`src/rtl/fifoctl_rwp.sv`:
```
// ----------------------------------------------------------------------------
// fifoctl_rwp
//
// Single-clock FIFO controller for an external RAM with a 1-cycle registered
// read port and no read enable. It owns the write/read pointers and the RAM
// occupancy count. A 2-entry show-ahead output buffer (obuf) hides the RAM
// read latency, so the consumer sees a valid/ready stream at one word per
// cycle.
//
// Ports
//   clk      : single clock (the RAM's wclk/rclk are tied to it as well)
//   rst_n    : asynchronous reset, active low
//   clr      : synchronous flush; clears all state including ovf
//   push     : write request
//   din      : write data
//   full     : RAM holds DEPTH words (registered)
//   ovf      : sticky flag, set by a push while full
//   ovld     : dout valid
//   ordy     : consumer ready; a word is popped when ovld & ordy
//   dout     : head word (show-ahead)
//   lvl      : total words held (RAM + obuf + read in flight), registered
//   ram_we   : RAM write enable
//   ram_wa   : RAM write address
//   ram_di   : RAM write data
//   ram_ra   : RAM read address
//   ram_do   : RAM read data, valid the cycle after the read address
// ----------------------------------------------------------------------------
module fifoctl_rwp #(
    parameter int ADDRBIT = 9,
    parameter int DEPTH   = 512,
    parameter int WIDTH   = 32
) (
    input  logic               clk,
    input  logic               rst_n,
    input  logic               clr,
    input  logic               push,
    input  logic [WIDTH-1:0]   din,
    output logic               full,
    output logic               ovf,
    output logic               ovld,
    input  logic               ordy,
    output logic [WIDTH-1:0]   dout,
    output logic [ADDRBIT+1:0] lvl,
    output logic               ram_we,
    output logic [ADDRBIT-1:0] ram_wa,
    output logic [WIDTH-1:0]   ram_di,
    output logic [ADDRBIT-1:0] ram_ra,
    input  logic [WIDTH-1:0]   ram_do
);

    localparam logic [ADDRBIT-1:0] LAST_ADDR = ADDRBIT'(DEPTH - 1);
    localparam logic [ADDRBIT-1:0] PTR_ONE   = ADDRBIT'(1);
    localparam logic [ADDRBIT:0]   DEPTH_CNT = (ADDRBIT + 1)'(DEPTH);
    localparam logic [ADDRBIT:0]   CNT_ONE   = (ADDRBIT + 1)'(1);

    // Pointers wrap at DEPTH-1, which need not be a power of two.
    function automatic logic [ADDRBIT-1:0] next_ptr(input logic [ADDRBIT-1:0] p);
        return (p == LAST_ADDR) ? '0 : p + PTR_ONE;
    endfunction

    logic [ADDRBIT-1:0] wptr_q, wptr_d;
    logic [ADDRBIT-1:0] rptr_q, rptr_d;
    logic [ADDRBIT:0]   ram_cnt_q, ram_cnt_d;
    logic               inflight_q, inflight_d;
    logic [1:0]         obuf_cnt_q, obuf_cnt_d;
    logic [WIDTH-1:0]   head_q, head_d;
    logic [WIDTH-1:0]   tail_q, tail_d;
    logic               ovld_q, ovld_d;
    logic               full_q, full_d;
    logic               ovf_q, ovf_d;
    logic [ADDRBIT+1:0] lvl_q, lvl_d;

    logic               we;
    logic               pop;
    logic               issue;
    logic               cap;
    logic [1:0]         occ;

    always_comb begin
        // A flush cycle ignores both the write and the read issue.
        we    = push & ~full_q & ~clr;
        pop   = ovld_q & ordy;
        occ   = obuf_cnt_q + {1'b0, inflight_q};
        // Issue only if the word will have a free obuf slot when it lands;
        // a pop this cycle frees one, which keeps the stream bubble-free.
        issue = ~clr & (ram_cnt_q != '0) & ((occ - {1'b0, pop}) < 2'd2);
        cap   = inflight_q & ~clr;

        wptr_d     = we    ? next_ptr(wptr_q) : wptr_q;
        rptr_d     = issue ? next_ptr(rptr_q) : rptr_q;
        inflight_d = issue;

        case ({we, issue})
            2'b10:   ram_cnt_d = ram_cnt_q + CNT_ONE;
            2'b01:   ram_cnt_d = ram_cnt_q - CNT_ONE;
            default: ram_cnt_d = ram_cnt_q;
        endcase

        // obuf: head_q is the visible word, tail_q the second entry.
        head_d     = head_q;
        tail_d     = tail_q;
        obuf_cnt_d = obuf_cnt_q;
        case ({pop, cap})
            2'b01: begin
                if (obuf_cnt_q == 2'd0) begin
                    head_d     = ram_do;
                    obuf_cnt_d = 2'd1;
                end else begin
                    tail_d     = ram_do;
                    obuf_cnt_d = 2'd2;
                end
            end
            2'b10: begin
                if (obuf_cnt_q == 2'd2) begin
                    head_d = tail_q;
                end
                obuf_cnt_d = obuf_cnt_q - 2'd1;
            end
            2'b11: begin
                // Count unchanged; the captured word joins behind whatever
                // remains after the pop.
                if (obuf_cnt_q == 2'd1) begin
                    head_d = ram_do;
                end else begin
                    head_d = tail_q;
                    tail_d = ram_do;
                end
            end
            default: ;
        endcase

        ovf_d = ovf_q | (push & full_q);

        if (clr) begin
            wptr_d     = '0;
            rptr_d     = '0;
            ram_cnt_d  = '0;
            inflight_d = 1'b0;
            obuf_cnt_d = 2'd0;
            head_d     = '0;
            tail_d     = '0;
            ovf_d      = 1'b0;
        end

        ovld_d = (obuf_cnt_d != 2'd0);
        full_d = (ram_cnt_d == DEPTH_CNT);
        lvl_d  = {1'b0, ram_cnt_d}
               + {{ADDRBIT{1'b0}}, obuf_cnt_d}
               + {{(ADDRBIT + 1){1'b0}}, inflight_d};
    end

    always_ff @(posedge clk or negedge rst_n) begin
        if (!rst_n) begin
            wptr_q     <= '0;
            rptr_q     <= '0;
            ram_cnt_q  <= '0;
            inflight_q <= 1'b0;
            obuf_cnt_q <= 2'd0;
            head_q     <= '0;
            tail_q     <= '0;
            ovld_q     <= 1'b0;
            full_q     <= 1'b0;
            ovf_q      <= 1'b0;
            lvl_q      <= '0;
        end else begin
            wptr_q     <= wptr_d;
            rptr_q     <= rptr_d;
            ram_cnt_q  <= ram_cnt_d;
            inflight_q <= inflight_d;
            obuf_cnt_q <= obuf_cnt_d;
            head_q     <= head_d;
            tail_q     <= tail_d;
            ovld_q     <= ovld_d;
            full_q     <= full_d;
            ovf_q      <= ovf_d;
            lvl_q      <= lvl_d;
        end
    end

    assign full   = full_q;
    assign ovf    = ovf_q;
    assign ovld   = ovld_q;
    assign dout   = head_q;
    assign lvl    = lvl_q;
    assign ram_we = we;
    assign ram_wa = wptr_q;
    assign ram_di = din;
    assign ram_ra = rptr_q;

endmodule
```
`config.mk`:
```
export PLATFORM = sky130hd
export DESIGN_NAME = fifoctl_rwp
export DESIGN_NICKNAME = d
export VERILOG_FILES = /design/src/rtl/fifoctl_rwp.sv
export SDC_FILE = /design/constraint.sdc
export NUM_CORES = 1
export LEC_CHECK = 0
export ABC_AREA = 1
export CORE_MARGIN = 2
export CORE_UTILIZATION = 30
export DETAILED_ROUTE_END_ITERATION = 16
export GPL_ROUTABILITY_DRIVEN = 0
export GPL_TIMING_DRIVEN = 0
export MAX_ROUTING_LAYER = met4
export SETUP_SLACK_MARGIN = 0.4
export SKIP_CTS_REPAIR_TIMING = 1
export SYNTH_ARGS = -nofsm -noshare
export SYNTH_HDL_FRONTEND = slang
export SYNTH_SLANG_ARGS = --single-unit
```
`constraint.sdc`:
```
create_clock -name clk -period 7.05 [get_ports clk]
set_clock_uncertainty 0.1 [all_clocks]
set_input_delay 0.705 -clock clk [delete_from_list [all_inputs] [get_ports clk]]
set_output_delay 0.705 -clock clk [all_outputs]
set_load 0.01 [all_outputs]
```
Word level (Yosys, flattened, before mapping)
Index checks and enable logic that the tools add are counted.
- word-level logic and storage cells: 76
- register bits after elaboration: 109
- output and inout port bits: 97
- bits of input ports: 69
- reduce and logical (&&, ||, !) cells: 9
- bitwise gates (word level): 10
- mux-type cells: 22
- magnitude comparators: 1
- add/sub/neg operators: 9
- eq/ne operators: 14
- operators with widths (cell ; count):
    $mux W32 ; 7
    $pmux W32 S3 ; 1
    $pmux W32 S2 ; 1
    $mux W9 ; 6
    $pmux W10 S2 ; 1
    $add A9 B1 Y9 const B ; 2
    $eq A9 B9 Y1 const B ; 2
    $ne A3 B3 Y1 const B ; 4
    $add A10 B2 Y11 ; 1
    $add A11 B1 Y11 ; 1
    $add A10 B1 Y10 const B ; 1
    $eq A10 B10 Y1 const B ; 1
    $mux W10 ; 1
    $reduce_bool A10 Y1 ; 1
    $sub A10 B1 Y10 const B ; 1
    $eq A2 B2 Y1 const B ; 4
    $and A1 B1 Y1 ; 7
    $eq A2 B1 Y1 const B ; 3
    $reduce_and A3 Y1 ; 2
    $reduce_bool A2 Y1 ; 3
    $mux W2 ; 2
    $pmux W2 S2 ; 1
    $reduce_bool A4 Y1 ; 1
    $reduce_bool A3 Y1 ; 1
    8 further kinds ; 10

Logic depth before layout (Yosys ltp)
- depth in word-level cells: 9
- mapped depth: 23
- mapped depth without buffers: 23

Worst setup path before layout
Ideal clock, no wire load.
- path kind: in2reg
- start point: input ordy
- end point: register lvl_q[9] (netlist: lvl[9])
- path buffers: 0
- arrival time: 3.387 ns
- stages: 19
- data required time: 6.837 ns
- library setup time: 0.113 ns
- path slack: 3.450 ns
- cells stage by stage: nand2_1 -> o21ai_1 -> xor2_1 -> nand3_2 -> inv_1 -> ha_1 -> fa_1 -> o21ai_0 -> nor2_1 -> ha_1 -> a21oi_1 -> nor2_2 -> nand3_1 -> nor2_1 -> nand3_1 -> nor2_1 -> nand2_1 -> nand2_1 -> inv_1
- cells in the longest elaborated chain, start to end: 9
- elaborated cells on any way between the ends: 15
- those cells by class: 3 x add/sub; 1 x order compare; 4 x eq/ne; 5 x mux; 2 x bitwise
- ends and longest elaborated chain (element ; line ; text):
    start: declaration ; 41 ; input logic ordy,
    $and A1 B1 Y1 (*) ; 82 ; pop = ovld_q & ordy;
    $sub A2 B1 Y2 (*) ; 86 ; issue = ~clr & (ram_cnt_q != '0) & ((occ - {1'b0, pop}) < 2'd2);
    $lt A2 B2 Y1 (*) ; 86 ;
    $and A1 B1 Y1 (*) ; 86 ;
    $eq A2 B1 Y1 / $eq A2 B2 Y1 (equally long branches) ; 93 ; case ({we, issue})
    $pmux W10 S2 (*) ; 93 ;
    $mux W10 (*) ; 134 ; if (clr) begin
    net ram_cnt_d[1] ; 63 ; logic [ADDRBIT:0] ram_cnt_q, ram_cnt_d;
    $add A10 B2 Y11 (*) ; 148 ; + {{ADDRBIT{1'b0}}, obuf_cnt_d}
    $add A11 B1 Y11 (*) ; 149 ; + {{(ADDRBIT + 1){1'b0}}, inflight_d};
    net lvl_d[9] ; 71 ; logic [ADDRBIT+1:0] lvl_q, lvl_d;
    end signal: assignment ; 176 ; lvl_q <= lvl_d;
    end: declaration ; 71 ;
Mark *: on every way through the listed nets, which the timed path passes. The rest lies on a longest branch.
A chain may end at the register's enable or synchronous reset.

Final worst setup path
Ends and elaborated chain as after synthesis.

==> run_results.csv <==
group,metric,value,unit
outcome,outcome,"finished clean",
placed_design,hpwlAfterDp,11400,microns
final_layout,syn_to_final_growth,33.3,%
placed_design,portBuffers,133,
clock_network,clk_path_buf_depth,2,
worst_setup_path,worstPathArrival,4380,ps
final_layout,final_util,40.9,%
sta,fmax,0.237,GHz
synthesis,postSynthAreaPerCell,8.66,sq um
sta,post-route-period-util,59.9,%
final_layout,diodes,0,
pwr,power,2.57,mW
final_layout,layout.nets,928,
sta,hold_violations,0,
floorplan,core-area,19500,sq um
worst_setup_path,worstSetupStartpointType,"input pin",
synthesis,yosysSeqAreaShare,45.5,%
clock_network,path_clk_slew,80,ps
routing,route.detailed.drc,0,
clock_network,cts_tree,"yes",
floorplan,rows,51,
routing,wl_per_cell,14.0,microns
worst_setup_path,cp.required,7210,ps
routing,dr.pass1.iters,5,
worst_setup_path,critPathKind,"in2reg",
floorplan,dieArea,21100,sq um
clock_network,root_buffer,"clkbuf_16",
synthesis,synth_area,6000,sq um
grt,grtUsageTotal,15.6,%
routing,num_vias,5113,
clock_network,cts_buffers,9,
final_layout,final_cell_mix,"clkdlybuf4s50_1 (132), dfrtp_1 (109), nand3_1 (107)",
synthesis,yosys_warnings,0,
clock_network,clock_sinks,109,
clock_network,clock_latency,360,ps
sta,rsz0062_at_grt,"no",
pwr,p_per_area,321,nW/um^2
synthesis,ys_ff_latch,109,
routing,drt_wl_total,15500,microns
synthesis,synth_nets,783,
sta,fin_tns_setup,0,ps
routing,initialDrtViolationCount,321,
pwr,p_leak,3.66,nW
floorplan,die_h,145,microns
routing,via_per_inst,4.62,
floorplan,io_pins,166,
sta,tightest_slew,681,ps
sta,setup_viol,0,
clock_network,htreeDepth,3,
grt,grt_pass1_wl,26200,microns
synthesis,ys_types,38,
grt,grt_max_degree,80,
synthesis,postSynthCellCount,692,
worst_setup_path,critical_path_peak_fanout,10,
final_layout,final_layout_size_suffix_gt1_share,13.7,%
worst_setup_path,cp-end-kind,"flip-flop",
floorplan,die_w,145,microns
grt,grt_pass1_vias,5059,
pwr,ir_drop,0.119,mV
sta,slew_headroom,54.6,%
sta,finalCriticalPeriod,4220,ps
floorplan,initial_core_util,30.7,%
final_layout,final_common_cell,"clkdlybuf4s50_1",
grt,antenna_found_initial,0,
worst_hold_path,hp-class,"in2async",
run,drv_cap,0,
routing,ant_nets,0,
grt,overflow,0,
sta,report.final.slew_viol_count,0,
[cell families (layout without fill, tap and decap cells)]
kind of cell	Yosys count	in the layout	synth area share (%)
simple gates	256	256	19.3
buf+inv	159	309	12.8
flops	109	109	45.5
fa+ha+maj	22	22	4.97
compound gates	137	137	16.1
xor+xnor	9	9	1.31
[layout make-up]
| cell class | count | area, sq um |
|---|---|---|
| fillers | 1988 | 11500 |
| flip-flops and latches | 109 | 2730 |
| multi-input cells | 424 | 2500 |
| repair buffers | 134 | 1360 |
| plain buffers | 61 | 397 |
| inverters | 98 | 368 |
| well taps | 265 | 332 |
| clock buffers | 9 | 225 |
| clock inverters | 7 | 81.3 |
[synthesized netlist by cell type, drive strengths merged]
| master | instances | area, sq um |
|---|---|---|
| o211ai | 2 | 15.0 |
| a22oi | 34 | 405 |
| dfrtp | 109 | 2730 |
| nand2 | 83 | 314 |
| ha | 19 | 238 |
| buf | 48 | 348 |
| o21ai | 78 | 394 |
| or2 | 3 | 18.8 |
| xnor2 | 4 | 35.0 |
| a21oi | 14 | 70.1 |
| nor4 | 2 | 12.5 |
| clkbuf | 13 | 48.8 |
| o31ai | 1 | 7.51 |
| o22ai | 3 | 18.8 |
| xor2 | 5 | 43.8 |
| nor2 | 51 | 211 |
| a32o | 1 | 10.0 |
| nor3 | 6 | 35.0 |
| a221oi | 1 | 8.76 |
| o21bai | 1 | 7.51 |
| a21boi | 2 | 30.0 |
| nand4 | 2 | 12.5 |
| inv | 98 | 368 |
| fa | 3 | 60.1 |
| nand3 | 109 | 556 |
[flip-flops by register name, indices dropped and copies added, names as in the netlist]
signal,flops
lvl,11
inflight_q,1
ovf,1
ovld,1
ram_cnt_q,10
tail_q,32
full,1
ram_ra,9
ram_wa,9
dout,32
obuf_cnt_q,2
[through the flow]
step	hold slack [ps]	setup slack [ps]	instances	cell area (sq um)
finish	112	2830	1107	7990
global route	119	2490	1107	7990
CTS	114	2820	1107	7990
detailed placement	402	2450	1091	7690
global placement	390	684	1090	7660
floorplan	309	3450	692	6000
[power by group]
group | internal, mW | total (mW) | switching [mW]
combinational | 0.489 | 1.15 | 0.659
clock | 0.281 | 0.534 | 0.253
sequential | 0.776 | 0.886 | 0.111
total | 1.55 | 2.57 | 1.02
[metal layers]
metal  up-vias  GRT usage (%)  part of all wire (%)
met5         -              -                     0
met4         0           3.24                  0.94
met3        11           3.86                   4.7
met2       133           24.1                    46
met1      2411           21.0                    49
li1       2558              -                     -
[path summary, 6_finish.rpt]
| check | from | to | slack [ps] | depth (start not counted) |
|---|---|---|---|---|
| hold reg to reg | ovf | ovf | 410 | 2 |
| setup / recovery | ordy | lvl[9] | 2830 | 20 |
| setup reg to reg | ram_cnt_q[6] | lvl[9] | 3140 | 18 |
| max in group asynchronous | rst_n | tail_q[2] | 6040 | 2 |
| min in group clk | ovf | ovf | 410 | 2 |
| hold / removal | rst_n | ram_ra[0] | 110 | 1 |
[critical path, stage by stage]
cell             delay, ps
clkdlybuf4s50_1        460
nand2_1                110
o21ai_1                190
xor2_1                 200
nand3_2                200
inv_1                  100
ha_1                   430
fa_1                   480
o21ai_0                180
nor2_1                 130
ha_1                   290
a21oi_1                 70
nor2_2                 150
nand3_1                100
nor2_1                 160
nand3_1                160
nor2_1                 120
nand2_1                 50
nand2_1                 50
inv_1                   40
Power figures use the tool's default switching activity.
